$ cat config.mk
export PLATFORM = sky130hd
export DESIGN_NAME = decode_cycle
export DESIGN_NICKNAME = d
export VERILOG_FILES = /design/src/rtl/decode_cycle_pkg.sv /design/src/rtl/decode_cycle_register_file.sv /design/src/rtl/decode_cycle.sv
export SDC_FILE = /design/constraint.sdc
export NUM_CORES = 1
export LEC_CHECK = 0
export BUFFER_PORTS_ARGS = -buffer_cell sky130_fd_sc_hd__buf_2
export CORE_MARGIN = 10
export CORE_UTILIZATION = 60
export CTS_CLUSTER_DIAMETER = 30
export DETAILED_ROUTE_END_ITERATION = 6
export PLACE_DENSITY = 0.92
export SLEW_MARGIN = 25
export SYNTH_ARGS = -nofsm -noshare
export SYNTH_HDL_FRONTEND = slang
export SYNTH_HIERARCHICAL = 1
export SYNTH_SLANG_ARGS = --single-unit
$ cat constraint.sdc
create_clock -name clk -period 15.9 [get_ports clk]
set_input_delay 3.18 -clock clk [delete_from_list [all_inputs] [get_ports clk]]
set_output_delay 3.18 -clock clk [all_outputs]
set_load 0.03 [all_outputs]
$ cat src/rtl/decode_cycle_pkg.sv
// Shared types and encodings for the decode stage: opcodes, ALU/result-source
// encodings, immediate kinds and the decode/execute pipeline register layout.
package decode_pkg;

  localparam int XLEN   = 20;
  localparam int NREG   = 16;
  localparam int REG_AW = 4;

  typedef enum logic [3:0] {
    OP_NOP   = 4'd0,
    OP_RALU  = 4'd1,
    OP_IALU  = 4'd2,
    OP_LOAD  = 4'd3,
    OP_STORE = 4'd4,
    OP_BEQ   = 4'd5,
    OP_JAL   = 4'd6
  } opcode_e;

  localparam logic [2:0] ALU_ADD = 3'b000;
  localparam logic [2:0] ALU_SUB = 3'b001;
  localparam logic [2:0] ALU_AND = 3'b010;
  localparam logic [2:0] ALU_OR  = 3'b011;
  localparam logic [2:0] ALU_XOR = 3'b100;
  localparam logic [2:0] ALU_SLT = 3'b101;

  localparam logic [1:0] RES_ALU = 2'b00;
  localparam logic [1:0] RES_MEM = 2'b01;
  localparam logic [1:0] RES_PC4 = 2'b10;

  typedef enum logic [1:0] {
    IMM_I,
    IMM_S,
    IMM_B,
    IMM_J
  } imm_type_e;

  typedef struct packed {
    logic       reg_write;
    logic [1:0] result_src;
    logic       mem_write;
    logic       jump;
    logic       branch;
    logic [2:0] alu_control;
    logic       alu_src;
  } ctrl_t;

  typedef struct packed {
    ctrl_t              ctrl;
    logic [XLEN-1:0]    rd1;
    logic [XLEN-1:0]    rd2;
    logic [XLEN-1:0]    imm;
    logic [XLEN-1:0]    pc;
    logic [XLEN-1:0]    pc4;
    logic [REG_AW-1:0]  rd;
    logic [REG_AW-1:0]  rs1;
    logic [REG_AW-1:0]  rs2;
  } de_reg_t;

  // Only the low 16 instruction bits ever carry immediate data.
  function automatic logic [XLEN-1:0] imm_extend(input logic [15:0] instr,
                                                 input imm_type_e   kind);
    logic [XLEN-1:0] imm;
    case (kind)
      IMM_I:   imm = {{(XLEN-8){instr[7]}}, instr[7:0]};
      IMM_S:   imm = {{(XLEN-8){instr[15]}}, instr[15:12], instr[3:0]};
      IMM_B:   imm = {{(XLEN-10){instr[15]}}, instr[15:12], instr[3:0], 2'b00};
      IMM_J:   imm = {{(XLEN-14){instr[11]}}, instr[11:0], 2'b00};
      default: imm = '0;
    endcase
    return imm;
  endfunction

endpackage

$ cat src/rtl/decode_cycle_register_file.sv
// 16 x XLEN register file: two combinational read ports with write-first
// bypass, one write port, x0 hardwired to zero, asynchronous clear.
module register_file
  import decode_pkg::*;
(
  input  logic              clk,
  input  logic              rst,
  input  logic [REG_AW-1:0] i_rs1_addr,
  input  logic [REG_AW-1:0] i_rs2_addr,
  output logic [XLEN-1:0]   o_rd1,
  output logic [XLEN-1:0]   o_rd2,
  input  logic              i_we,
  input  logic [REG_AW-1:0] i_wr_addr,
  input  logic [XLEN-1:0]   i_wr_data
);

  logic [XLEN-1:0]   r_regs [NREG];
  logic              w_wr_en;
  logic [REG_AW-1:0] w_raddr [2];
  logic [XLEN-1:0]   w_rdata [2];

  assign w_wr_en = i_we && (i_wr_addr != '0);

  always_ff @(posedge clk or posedge rst) begin
    if (rst) begin
      for (int i = 0; i < NREG; i++) begin
        r_regs[i] <= '0;
      end
    end else if (w_wr_en) begin
      r_regs[i_wr_addr] <= i_wr_data;
    end
  end

  assign w_raddr[0] = i_rs1_addr;
  assign w_raddr[1] = i_rs2_addr;

  // Same-cycle writeback is forwarded so decode never sees a stale operand.
  genvar gi;
  generate
    for (gi = 0; gi < 2; gi++) begin : g_read
      assign w_rdata[gi] = (w_raddr[gi] == '0)                      ? '0 :
                           (w_wr_en && (w_raddr[gi] == i_wr_addr)) ? i_wr_data :
                                                                     r_regs[w_raddr[gi]];
    end
  endgenerate

  assign o_rd1 = w_rdata[0];
  assign o_rd2 = w_rdata[1];

endmodule

$ cat src/rtl/decode_cycle.sv
// Decode stage: instruction decode, register read, immediate extension and the
// decode/execute register. Define DECODE_ILLEGAL_TRAP_EN to add IllegalE.
module decode_cycle
  import decode_pkg::*;
(
  input  logic              clk,
  input  logic              rst,
  input  logic [XLEN-1:0]   InstrD,
  input  logic [XLEN-1:0]   PCD,
  input  logic [XLEN-1:0]   PCPlus4D,
  input  logic              RegWriteW,
  input  logic [REG_AW-1:0] RdW,
  input  logic [XLEN-1:0]   ResultW,
  input  logic              FlushE,
  input  logic              StallE,
  output logic              RegWriteE,
  output logic [1:0]        ResultSrcE,
  output logic              MemWriteE,
  output logic              JumpE,
  output logic              BranchE,
  output logic [2:0]        ALUControlE,
  output logic              ALUSrcE,
  output logic [XLEN-1:0]   RD1E,
  output logic [XLEN-1:0]   RD2E,
  output logic [XLEN-1:0]   ImmExtE,
  output logic [XLEN-1:0]   PCE,
  output logic [XLEN-1:0]   PCPlus4E,
  output logic [REG_AW-1:0] RdE,
  output logic [REG_AW-1:0] Rs1E,
  output logic [REG_AW-1:0] Rs2E
`ifdef DECODE_ILLEGAL_TRAP_EN
  ,
  output logic              IllegalE
`endif
);

  logic [3:0]        w_op;
  logic [REG_AW-1:0] w_rd;
  logic [REG_AW-1:0] w_rs1;
  logic [REG_AW-1:0] w_rs2;
  logic [3:0]        w_funct;
  ctrl_t             w_ctrl;
  imm_type_e         w_imm_type;
  logic [XLEN-1:0]   w_imm;
  logic [XLEN-1:0]   w_rd1;
  logic [XLEN-1:0]   w_rd2;
  de_reg_t           w_de_next;
  de_reg_t           r_de;

  assign {w_op, w_rd, w_rs1, w_rs2, w_funct} = InstrD;

  register_file u_register_file (
    .clk        (clk),
    .rst        (rst),
    .i_rs1_addr (w_rs1),
    .i_rs2_addr (w_rs2),
    .o_rd1      (w_rd1),
    .o_rd2      (w_rd2),
    .i_we       (RegWriteW),
    .i_wr_addr  (RdW),
    .i_wr_data  (ResultW)
  );

  // Undefined opcodes and R-ALU with funct[3] set fall through with all controls zero.
  always_comb begin
    w_ctrl     = '0;
    w_imm_type = IMM_I;
    case (w_op)
      OP_RALU: begin
        if (!w_funct[3]) begin
          w_ctrl.reg_write   = 1'b1;
          w_ctrl.alu_control = (w_funct[2:1] == 2'b11) ? ALU_ADD : w_funct[2:0];
        end
      end
      OP_IALU: begin
        w_ctrl.reg_write   = 1'b1;
        w_ctrl.alu_src     = 1'b1;
        w_ctrl.alu_control = ALU_ADD;
        w_imm_type         = IMM_I;
      end
      OP_LOAD: begin
        w_ctrl.reg_write   = 1'b1;
        w_ctrl.alu_src     = 1'b1;
        w_ctrl.result_src  = RES_MEM;
        w_ctrl.alu_control = ALU_ADD;
        w_imm_type         = IMM_I;
      end
      OP_STORE: begin
        w_ctrl.mem_write   = 1'b1;
        w_ctrl.alu_src     = 1'b1;
        w_ctrl.alu_control = ALU_ADD;
        w_imm_type         = IMM_S;
      end
      OP_BEQ: begin
        w_ctrl.branch      = 1'b1;
        w_ctrl.alu_control = ALU_SUB;
        w_imm_type         = IMM_B;
      end
      OP_JAL: begin
        w_ctrl.jump        = 1'b1;
        w_ctrl.reg_write   = 1'b1;
        w_ctrl.result_src  = RES_PC4;
        w_imm_type         = IMM_J;
      end
      default: begin
        w_ctrl = '0;
      end
    endcase
  end

  assign w_imm = imm_extend(InstrD[15:0], w_imm_type);

  always_comb begin
    w_de_next      = '0;
    w_de_next.ctrl = w_ctrl;
    w_de_next.rd1  = w_rd1;
    w_de_next.rd2  = w_rd2;
    w_de_next.imm  = w_imm;
    w_de_next.pc   = PCD;
    w_de_next.pc4  = PCPlus4D;
    w_de_next.rd   = w_rd;
    w_de_next.rs1  = w_rs1;
    w_de_next.rs2  = w_rs2;
  end

  always_ff @(posedge clk or posedge rst) begin
    if (rst) begin
      r_de <= '0;
    end else if (FlushE) begin
      r_de <= '0;
    end else if (!StallE) begin
      r_de <= w_de_next;
    end
  end

`ifdef DECODE_ILLEGAL_TRAP_EN
  logic w_illegal;
  logic r_illegal;

  assign w_illegal = (w_op > 4'd6) || ((w_op == OP_RALU) && w_funct[3]);

  always_ff @(posedge clk or posedge rst) begin
    if (rst) begin
      r_illegal <= 1'b0;
    end else if (FlushE) begin
      r_illegal <= 1'b0;
    end else if (!StallE) begin
      r_illegal <= w_illegal;
    end
  end

  assign IllegalE = r_illegal;
`endif

  assign RegWriteE   = r_de.ctrl.reg_write;
  assign ResultSrcE  = r_de.ctrl.result_src;
  assign MemWriteE   = r_de.ctrl.mem_write;
  assign JumpE       = r_de.ctrl.jump;
  assign BranchE     = r_de.ctrl.branch;
  assign ALUControlE = r_de.ctrl.alu_control;
  assign ALUSrcE     = r_de.ctrl.alu_src;
  assign RD1E        = r_de.rd1;
  assign RD2E        = r_de.rd2;
  assign ImmExtE     = r_de.imm;
  assign PCE         = r_de.pc;
  assign PCPlus4E    = r_de.pc4;
  assign RdE         = r_de.rd;
  assign Rs1E        = r_de.rs1;
  assign Rs2E        = r_de.rs2;

endmodule

==> results.md <==
- Status: complete, but fails checks
- Failing checks: design-rule violations
- Setup Buffers After CTS: 0
- Reg-to-reg critical path endpoint: RD2E[14]
- Area grow syn2layout: 15.3%
- Root buf cell: clkbuf_16
- Sequential fraction of the synthesis area: 48.3%
- Main area contributors after synthesis: dfrtp_1, mux2_2, mux2i_1
- Vias in the first global route: 19,586
- Setup Total Neg Slack: 0 ps
- R2R cell count: 5
- Yosys top cell area share: 48.3%
- Min Tclk post-route: 6320 ps
- Sw Pwr: 1170 µW
- Final setup violation count: 0
- Post-synth cell types: 50
- Total grt overflow: 0
- CTS sink cnt: 435
- R2R setup slack: 13,320 ps
- Final WL: 82,600 µm
- Post_cts resized: 0
- H-tree Lvls: 3
- Final ANT Viol Nets: 0
- Vias per cell: 7.67
- Final slew viol count: 0
- P_int: 2690 µW
- Setup crit end kind: flip-flop
- Post-CTS Hold Buffers: 0
- Synth area leader: dfrtp_1
- RSZ-0062 raised after global routing: false
- Sw Ratio: 30.4%
- Die width: 214 µm
- Syn Inst Count: 1,750
- Tightest Hold Check Type: reg -> reg
- Total CTS buffers: 71
- Initial Util: 61.2%
- CP required: 16,400 ps
- Synth cell count leaders: dfrtp_1, mux2_2, mux2i_1, nor2_1
- Startpoint Class: input pin
- Worst r2r src: u_register_file/r_regs[54]
- # fillers: 2,036
- Worst-path fanout max: 29
- Antenna violations before repair: 4
- Via Count: 18,672
- Synth Cell Area: 0.0225 mm²
- Syn Nets: 1,839
- Cell Chain, Critical Path: buf_2 > or3_2 > or2_1 > o31ai_1 > a31oi_1 > mux2i_1 > nor2_1
- Peak VDD IR: 0.110 mV
- Avg Synthesized Cell Area: 12.9 µm²
- Synth Warn #: 6
- Residual DRC count: 41
- IO Count: 211
- Worst skew pair latency: 590 ps
- Nets@finish: 1,959
- Die Ht: 214 µm
- Final Wtd Congestion: 0.890
- Worst path max stage delay: 1090 ps
- Number of DRC markers in iteration 0: 3,751
- Core Rows: 70
- Slew @ Worst Pin: 1320 ps
- Final instance area: 0.0260 mm²
- HPWL after detailed placement: 42,500 µm
- Worst setup path startpoint: InstrD[7]
- Count leader, synth: dfrtp_1
- Share of the clock period used by the worst path: 39.8%
- CTS tree: built
- Share of cells above drive strength 1: 40.0%
- Gate power share: 19.0%
- PortBufs: 210
- Placed cell area: 0.0235 mm²
- Wirelength per Cell: 33.9 µm
- Leak: 0.0119 µW
- Setup CP Type: in -> reg
- GR Util All Layers: 35.1%
- Drt pass-1 iters: 7
- CP max stage cell: or2_1
- Top FF cell, synth: dfrtp_1
- Fmax: 158 MHz
- Post-synth EDFFs: 0
- Clk slew on worst S/H paths: 60 ps
- Hold path depth: 0
- CTS Buffer Depth: 3
- Pin count of the biggest net entering global routing: 157
- Pwr Density: 149 mW/mm²
- Max-cap viol count: 0
- Clock network power share: 42.3%
- Worst path arrival time: 6830 ps
- Slew HR: 12.0%
- First-pass GRT wire length: 121,000 µm
- Worst Skew: 25.3 ps
- Part of the power in registers: 38.7%
- Final Hold Viols: 0
- Core Area: 0.0369 mm²
- Synth Register Bits: 435
- Async SR Flop Fraction: 100%
- Die footprint: 0.0457 mm²
- Crit path to: RD2E[10]
==> critical path, delay by kind of cell <==
family	cells	cell delay, ps
buffers and inverters	1	700
muxes	1	200
and+or+nand+nor	3	2050
AOI/OAI and AO/OA	2	670
==> worst min-delay path by stage <==
stage                                           start                     endpoint  slack [ps]
after floorplan           u_register_file/r_regs[300]  u_register_file/r_regs[300]         450
after global placement    u_register_file/r_regs[314]  u_register_file/r_regs[314]         380
after detailed placement  u_register_file/r_regs[311]  u_register_file/r_regs[311]         390
after CTS                 u_register_file/r_regs[317]  u_register_file/r_regs[317]         400
after global routing      u_register_file/r_regs[316]  u_register_file/r_regs[316]         420
final                     u_register_file/r_regs[317]  u_register_file/r_regs[317]         400
==> power groups by stage <==
stage	Sequential, µW	Clock (µW)	Combinational (µW)
global placement	1450	0	633
global route	1500	1680	757
finish	1490	1630	733
detailed placement	1470	0	667
CTS	1480	1620	705
floorplan	1470	0	475
==> through the flow <==
step	worst slack, ps	hold WS, ps	std cells	util [%]	total power, µW
finish	9580	399	2436	70.5	3860
global route	9870	416	2433	70.5	3940
CTS	10080	401	2432	70.5	3800
detailed placement	9620	390	2301	63.7	2140
global placement	9470	384	2300	63.7	2080
floorplan	3860	449	1750	-	1940
==> final cells by class <==
type / count / area (µm²) / share of cell area, %
diodes: 4 / 10.0 / 0.0385
clock buffers: 91 / 2020 / 7.76
repair buffers: 243 / 1330 / 5.12
well taps: 504 / 631 / 2.43
flip-flops and latches: 435 / 10900 / 41.9
inverters: 5 / 33.8 / 0.130
clock inverters: 40 / 477 / 1.83
multi-input cells: 1114 / 10600 / 40.8
==> layer usage <==
metal	GRT usage, %	vias up	wire length, µm
met1	39.0	9040	25700
met5	0	-	13
met3	14.3	745	11800
li1	-	6792	-
met4	27.4	2	7820
met2	53.1	2093	37300
==> cells by family (layout without fill, tap and decap cells) <==
logic type	Yosys count	count (layout)	synth area share, %
buffers and inverters	201	379	4.76
muxes	639	639	34.5
other	0	4	0
and+or+nand+nor	220	220	4.62
AOI/OAI and AO/OA	247	247	7.54
DFF	435	435	48.3
xor gates and xnor gates	8	8	0.311
==> state kept, by name, indices dropped and copies added (netlist names) <==
register and count:
ALUControlE 3, ALUSrcE 1, BranchE 1, ImmExtE 14
JumpE 1, MemWriteE 1, PCE 20, PCPlus4E 20
RD1E 20, RD2E 20, RdE 4, RegWriteE 1
ResultSrcE 1, Rs1E 4, Rs2E 4, u_register_file/r_regs 320
==> cell usage in the layout, fill, tap and decap left out, types with 3 or more instances in the layout <==
cell type and count:
dfrtp_1 435, mux2_2 297, mux2i_1 254, buf_2 204, nor2_1 108, mux4_2 80
o22ai_1 80, clkbuf_16 75, a211oi_1 42, nand3_1 41, o31ai_1 40, a31oi_1 39
buf_4 35, a21oi_1 18, nand2_1 16, nand2b_1 9, clkinv_2 9, nor2_2 9
mux2_1 8, inv_6 8, clkbuf_8 8, bufinv_16 8, clkbuf_1 8, clkinvlp_4 8
xnor2_1 8, o21ai_0 7, a22o_1 7, clkinv_4 7, diode_2 4, nor3_1 4
nor2b_1 4, nand3b_1 4, inv_1 3, a311oi_1 3, buf_6 3, or2_2 3
Power figures use the tool's default switching activity.
